**config.mk**
```make
export PLATFORM = sky130hd
export DESIGN_NAME = arb_requester_flat
export DESIGN_NICKNAME = d
export VERILOG_FILES = /design/src/rtl/arb_requester_if.sv /design/src/rtl/arb_requester.sv /design/src/flat_wrapper.sv
export SDC_FILE = /design/constraint.sdc
export NUM_CORES = 1
export LEC_CHECK = 0
export CAP_MARGIN = 30
export CORE_ASPECT_RATIO = 0.6
export CORE_MARGIN = 2
export CORE_UTILIZATION = 41
export DETAILED_ROUTE_END_ITERATION = 12
export GPL_TIMING_DRIVEN = 0
export PLACE_DENSITY = 0.7
export SLEW_MARGIN = 0
export SYNTH_ARGS = -nofsm -noshare
export SYNTH_HDL_FRONTEND = slang
export SYNTH_SLANG_ARGS = --single-unit
```
**constraint.sdc**
```tcl
create_clock -name CLK -period 2.9 [get_ports CLK]
set_input_delay 0.435 -clock CLK [delete_from_list [all_inputs] [get_ports CLK]]
set_output_delay 0.435 -clock CLK [all_outputs]
set_load 0.01 [all_outputs]
```
**src/rtl/arb_requester_if.sv**
```systemverilog
// arb_requester_if: client command, local source, arbiter req/grant and shared
// bus signals of one requester agent.
//   master : the requester agent (arb_requester)
//   slave  : the environment (client, source, arbiter, bus observer)
interface arb_requester_if #(
  parameter int DATA_W = 8,
  parameter int LEN_W  = 4
);
  logic              cmd_valid;
  logic              cmd_ready;
  logic [LEN_W-1:0]  cmd_len;
  logic [DATA_W-1:0] src_data;
  logic              src_empty;
  logic              src_rd;
  logic              req;
  logic              grant;
  logic              bus_valid;
  logic [DATA_W-1:0] bus_data;
  logic              bus_last;
  logic              done;
  logic              timeout_err;
  logic              abort_err;

  modport master (
    input  cmd_valid, cmd_len, src_data, src_empty, grant,
    output cmd_ready, src_rd, req, bus_valid, bus_data, bus_last,
           done, timeout_err, abort_err
  );

  modport slave (
    output cmd_valid, cmd_len, src_data, src_empty, grant,
    input  cmd_ready, src_rd, req, bus_valid, bus_data, bus_last,
           done, timeout_err, abort_err
  );
endinterface

```
**src/rtl/arb_requester.sv**
```systemverilog
// arb_requester: requester-side agent for a fixed-priority Moore arbiter.
// Takes a burst command, raises req, moves cmd_len+1 beats from the local
// source to the shared bus while granted, then drops req and waits for grant
// to fall before accepting the next command.
// Ports:
//   CLK, RESET : clock, synchronous active-high reset
//   rq         : arb_requester_if.master (command, source, req/grant, bus,
//                done/timeout_err/abort_err status pulses)
module arb_requester #(
  parameter int DATA_W  = 8,
  parameter int LEN_W   = 4,
  parameter int TIMEOUT = 255
) (
  input  logic           CLK,
  input  logic           RESET,
  arb_requester_if.master rq
);
  localparam int WCNT_W = $clog2(TIMEOUT + 1);
  localparam logic [WCNT_W-1:0] WAIT_LAST = WCNT_W'(TIMEOUT - 1);

  typedef enum logic [1:0] {IDLE, REQ, XFER, RELEASE} state_t;

  state_t            state;
  logic [LEN_W-1:0]  len_q;
  logic [LEN_W-1:0]  beat_cnt;
  logic [WCNT_W-1:0] wait_cnt;
  logic              done_q, tmo_q, abt_q;
  logic              beat, last_beat;

  // A beat is decided in the same cycle it is seen: XFER, still granted,
  // and the source has a word.
  assign beat      = (state == XFER) && rq.grant && !rq.src_empty;
  assign last_beat = beat && (beat_cnt == len_q);

  always_ff @(posedge CLK) begin
    if (RESET) begin
      state    <= IDLE;
      len_q    <= '0;
      beat_cnt <= '0;
      wait_cnt <= '0;
      done_q   <= 1'b0;
      tmo_q    <= 1'b0;
      abt_q    <= 1'b0;
    end else begin
      done_q <= 1'b0;
      tmo_q  <= 1'b0;
      abt_q  <= 1'b0;
      case (state)
        IDLE: if (rq.cmd_valid) begin
          len_q    <= rq.cmd_len;
          beat_cnt <= '0;
          wait_cnt <= '0;
          state    <= REQ;
        end
        REQ: begin
          // grant on the timeout boundary cycle still wins
          if (rq.grant) begin
            wait_cnt <= '0;
            state    <= XFER;
          end else if (wait_cnt == WAIT_LAST) begin
            tmo_q <= 1'b1;
            state <= RELEASE;
          end else if (wait_cnt != {WCNT_W{1'b1}}) begin
            wait_cnt <= wait_cnt + 1'b1;
          end
        end
        XFER: begin
          if (!rq.grant) begin
            abt_q <= 1'b1;
            state <= RELEASE;
          end else if (last_beat) begin
            done_q <= 1'b1;
            state  <= RELEASE;
          end else if (beat) begin
            beat_cnt <= beat_cnt + 1'b1;
          end
        end
        RELEASE: if (!rq.grant) state <= IDLE;
        default: state <= IDLE;
      endcase
    end
  end

  assign rq.cmd_ready   = (state == IDLE);
  assign rq.req         = (state == REQ) || (state == XFER);
  assign rq.bus_valid   = beat;
  assign rq.src_rd      = beat;
  assign rq.bus_data    = beat ? rq.src_data : '0;
  assign rq.bus_last    = last_beat;
  assign rq.done        = done_q;
  assign rq.timeout_err = tmo_q;
  assign rq.abort_err   = abt_q;
endmodule

```
**src/flat_wrapper.sv**
```systemverilog
// flat-port wrapper written by rule: the top's interface ports become plain ports
module arb_requester_flat 
#(
  parameter int DATA_W  = 8,
  parameter int LEN_W   = 4,
  parameter int TIMEOUT = 255
)
  (CLK, RESET, rq_cmd_valid, rq_cmd_len, rq_src_data, rq_src_empty, rq_grant, rq_cmd_ready, rq_src_rd, rq_req, rq_bus_valid, rq_bus_data, rq_bus_last, rq_done, rq_timeout_err, rq_abort_err);
  arb_requester_if #(.DATA_W(DATA_W), .LEN_W(LEN_W)) rq_i ();
  input  logic CLK;
  input  logic RESET;
  input wire logic [$bits(rq_i.cmd_valid)-1:0] rq_cmd_valid;
  input wire logic [$bits(rq_i.cmd_len)-1:0] rq_cmd_len;
  input wire logic [$bits(rq_i.src_data)-1:0] rq_src_data;
  input wire logic [$bits(rq_i.src_empty)-1:0] rq_src_empty;
  input wire logic [$bits(rq_i.grant)-1:0] rq_grant;
  output wire logic [$bits(rq_i.cmd_ready)-1:0] rq_cmd_ready;
  output wire logic [$bits(rq_i.src_rd)-1:0] rq_src_rd;
  output wire logic [$bits(rq_i.req)-1:0] rq_req;
  output wire logic [$bits(rq_i.bus_valid)-1:0] rq_bus_valid;
  output wire logic [$bits(rq_i.bus_data)-1:0] rq_bus_data;
  output wire logic [$bits(rq_i.bus_last)-1:0] rq_bus_last;
  output wire logic [$bits(rq_i.done)-1:0] rq_done;
  output wire logic [$bits(rq_i.timeout_err)-1:0] rq_timeout_err;
  output wire logic [$bits(rq_i.abort_err)-1:0] rq_abort_err;
  assign rq_i.cmd_valid = rq_cmd_valid;
  assign rq_i.cmd_len = rq_cmd_len;
  assign rq_i.src_data = rq_src_data;
  assign rq_i.src_empty = rq_src_empty;
  assign rq_i.grant = rq_grant;
  assign rq_cmd_ready = rq_i.cmd_ready;
  assign rq_src_rd = rq_i.src_rd;
  assign rq_req = rq_i.req;
  assign rq_bus_valid = rq_i.bus_valid;
  assign rq_bus_data = rq_i.bus_data;
  assign rq_bus_last = rq_i.bus_last;
  assign rq_done = rq_i.done;
  assign rq_timeout_err = rq_i.timeout_err;
  assign rq_abort_err = rq_i.abort_err;
  arb_requester #(.DATA_W(DATA_W), .LEN_W(LEN_W), .TIMEOUT(TIMEOUT)) u_core (.CLK(CLK), .RESET(RESET), .rq(rq_i));
endmodule
```
==> summary.md <==
| Metric | Value |
|---|---|
| Status | `complete, no violations` |
| Fraction of the mapped netlist area in simple logic gates | `28.04%` |
| Rel. slew slack | `68.15%` |
| Synthesized flop and latch total | `21` |
| R2r setup slk | `810 ps` |
| RR Endpoint | `u_core.beat_cnt[3]$_SDFFE_PP0P_` |
| Crit path cell chain | `inv_1 -> ha_1 -> buf_4 -> and3b_1 -> buf_2 -> and2_1 -> clkdlybuf4s50_1` |
| Core ar. | `2853 um^2` |
| Die Span X | `74.24 um` |
| Final Hold Slack | `477.6 ps` |
| Crit path max-delay cell type | `clkdlybuf4s50_1` |
| Switch share | `37.85%` |
| Fmax | `390.5 MHz` |
| Clk sinks | `21` |
| First-pass GRT wire length | `5106 um` |
| Crit-path max FO | `11` |
| Int Power | `0.0006439 W` |
| Number of global-route vias before repair | `1079` |
| Max Slew Vio Count | `0` |
| End point of the critical path | `rq_bus_data[7]` |
| Post-synthesis adder-cell area fraction | `7.216%` |
| Most frequent cells in the layout | `31 x clkdlybuf4s50_1, 21 x dfxtp_1, 13 x a21oi_1` |
| CTS tree | `yes` |
| Worst reg2reg startpoint | `u_core.state[0]$_SDFFE_PP0P_` |
| ANT cells | `0` |
| Crit path required time | `2470 ps` |
| Vias | `1193` |
| Critical Path Stages | `7` |
| Hold buffers post-CTS | `0` |
| Yosys warns | `0` |
| Power density over the cells | `638.4 nW/um^2` |
| Mapped Nets | `168` |
| Commonest non-fill, non-tap cell in the layout | `clkdlybuf4s50_1` |
| Area growth syn-to-layout | `33.71%` |
| # H-tree levels | `1` |
| RSZ-0062 raised after global routing | `no` |
| GPL Wtd Cong | `0.7620` |
| Final Hold Fails | `0` |
| Cells after synthesis | `144` |
| Sequential share of the synthesized area | `34.64%` |
| Die area | `3426 um^2` |
| Clk_skew | `1.101 ps` |
| Drt pass-1 iters | `6` |
| Initial Util | `42.54%` |
| Crit end category | `output pin` |
| Switching power | `0.0003922 W` |
| Critical path's largest stage delay | `480 ps` |
| Nets | `204` |
| Worst-Margin Slew | `477.8 ps` |
| Leakage power | `0.5765 nW` |
| Vias per cell | `5.398` |
| Syn Std Cell Area | `1214 um^2` |
| Multiplexer share of the synthesized area | `3.402%` |
| Total Negative Setup Slacks | `0 ps` |
| Total global-route track usage | `20.12%` |
| Post-Syn Area per Cell | `8.428 um^2` |
| Buffer and inverter count on the worst path | `4` |
| Worst hold path class | `flip-flop to flip-flop` |
| Largest family of logic cells by synthesized area | `simple AND/OR/NAND/NOR gates` |
| Number of buffers created by CTS | `3` |
| Post-DRT Antenna Nets | `0` |
| Worst setup path startpoint | `u_core.state[0]$_SDFFE_PP0P_` |
| Final Util | `56.89%` |
| Clock Latency Late Sink | `260 ps` |
| Hold Startpoint | `u_core.len_q[2]$_SDFFE_PP0P_` |
| # IOs | `33` |
| Max Cap Violations | `0` |
| Reg clk slew, reported paths | `80 ps` |
| Detail Placement HPWL | `2411 um` |
| Fin crit period | `2561 ps` |
| Share of post-route cells with drive strength above 1 | `7.821%` |
| Site Rows | `15` |
| Sequential share of power | `33.4%` |
| Detailed Route WL | `3065 um` |
| DRT iter0 DRCs | `113` |
| Gr ovfl total | `0` |
| Tcrit/Tclk final | `88.29%` |
| IO buf count | `31` |
| Multi-input combinational cell area | `723.2 um^2` |
| WS Path Type | `flip-flop to output pin` |
| Crit path arrival time | `2130 ps` |
| Setup Buffers After CTS | `0` |
| Netlist cell types | `39` |
| Fill cells | `259` |
| Antenna violations before repair | `0` |
| Comb power frac | `47.3%` |
| Worst VDD drop | `0.0005078 V` |
| FF+latch area | `420.4 um^2` |
| Clock group share of total power | `19.2%` |
| Critical path startpoint category | `flip-flop` |
| Largest net degree at the start of global routing | `13` |
| Detailed-route DRC error count | `0` |
| Post-CTS resize count | `0` |
| Post-Synth XOR/XNOR Area | `3.608%` |
| Root buf cell | `clkbuf_8` |
| Post-synthesis compound-gate area fraction | `17.32%` |
| CP top delay family | `buffers and inverters` |
| Die height | `46.15 um` |
| Setup violators final | `0` |
| Depth of the worst hold-timing path | `2` |
| Routed WL per cell | `13.87 um` |
| R2R cell count | `7` |
| Clock Tree Buf Depth | `2` |
-- Yosys cell counts --
| cell type | instances | area (um^2) |
|---|---|---|
| a211oi_1 | 2 | 15.01 |
| a21o_1 | 1 | 7.510 |
| a21oi_1 | 13 | 65.06 |
| a31o_2 | 1 | 8.760 |
| a31oi_1 | 1 | 6.260 |
| and2_1 | 8 | 50.05 |
| and2b_1 | 1 | 7.510 |
| and3_1 | 2 | 12.51 |
| and3b_1 | 1 | 8.760 |
| and4_4 | 1 | 11.26 |
| buf_2 | 2 | 10.01 |
| buf_4 | 2 | 15.01 |
| buf_6 | 1 | 11.26 |
| clkbuf_1 | 4 | 15.01 |
| dfxtp_1 | 21 | 420.4 |
| ha_1 | 7 | 87.58 |
| inv_1 | 5 | 18.77 |
| mux2_2 | 1 | 11.26 |
| mux2i_1 | 3 | 30.03 |
| nand2_1 | 9 | 33.78 |
| nand2b_1 | 5 | 31.28 |
| nand3_1 | 9 | 45.04 |
| nand4_1 | 4 | 25.02 |
| nor2_1 | 5 | 18.77 |
| nor2b_1 | 1 | 6.260 |
| nor3_1 | 2 | 10.01 |
| nor3b_1 | 1 | 7.510 |
| nor4_1 | 2 | 12.51 |
| o211a_1 | 1 | 10.01 |
| o211ai_1 | 3 | 22.52 |
| o21ai_0 | 4 | 20.02 |
| o21bai_1 | 2 | 15.01 |
| o221ai_1 | 2 | 17.52 |
| o31ai_1 | 3 | 22.52 |
| or2_2 | 1 | 6.260 |
| or3_1 | 5 | 31.28 |
| or3_2 | 1 | 7.510 |
| or4_1 | 2 | 15.01 |
| xnor2_1 | 5 | 43.79 |
-- power groups by stage --
stage / sequential [W] / clock (W) / combinational [W]
after global routing: 0.000353 / 0.000217 / 0.000548
after floorplan: 0.000348 / 0 / 0.000324
after CTS: 0.000347 / 0.000202 / 0.000492
after detailed placement: 0.000353 / 0 / 0.000487
after global placement: 0.000352 / 0 / 0.000470
final: 0.000346 / 0.000199 / 0.000490
-- through the flow --
stage                     setup slack (ps)  total power (W)  cell area (um^2)  instances
after floorplan                      950.6        0.0006718              1214        144
after global placement               443.7        0.0008214              1577        217
after detailed placement             394.3        0.0008403              1577        217
after CTS                            332.7         0.001041              1623        221
after global routing                 211.4         0.001118              1623        221
final                                339.5         0.001036              1623        221
-- metal layers --
layer,vias to the layer above,GRT usage (%),wire [um]
met2,42,30.18,1368
met3,4,7.002,268
met5,-,0,0
li1,588,-,-
met1,559,28.14,1408
met4,0,4.286,19
-- cells by family (layout without fill, tap and decap cells) --
family                   Yosys count  after routing
AND/OR/NAND/NOR                   60             60
AO/OA/AOI/OAI                     33             33
flip-flops                        21             21
buffers and inverters             14             49
adder cells (fa/ha/maj)            7              7
XOR/XNOR                           5              5
multiplexers                       4              4
-- layout make-up --
class | instances | area share, %
Multi-Input combinational cell | 109 | 44.56
Sequential cell | 21 | 25.91
Timing Repair Buffer | 31 | 19.12
Tap cell | 42 | 3.238
Buffer | 9 | 3.161
Clock buffer | 3 | 2.544
Inverter | 5 | 1.157
Clock inverter | 1 | 0.3084
-- worst min path at each step --
stage | endpoint | slack, ps
finish | u_core.len_q[2]$_SDFFE_PP0P_ | 480
global route | u_core.len_q[2]$_SDFFE_PP0P_ | 520
CTS | u_core.len_q[2]$_SDFFE_PP0P_ | 480
detailed placement | u_core.len_q[2]$_SDFFE_PP0P_ | 460
global placement | u_core.len_q[0]$_SDFFE_PP0P_ | 460
floorplan | u_core.len_q[2]$_SDFFE_PP0P_ | 450
-- worst reg2reg max path: stages, from the launching register on --
cell,delay (ps)
dfxtp_1,420
inv_1,100
ha_1,220
buf_2,190
nor2b_1,170
nand2b_1,220
or4_1,480
a211oi_1,220
-- flip-flops by register name (all words and copies together) (netlist names) --
register and count:
u_core.wait_cnt 8, u_core.beat_cnt 4, u_core.len_q 4, u_core.state 2, u_core.rq.abort_err 1, u_core.rq.done 1, u_core.rq.timeout_err 1
Note: power is estimated with default switching activity, not from simulation.
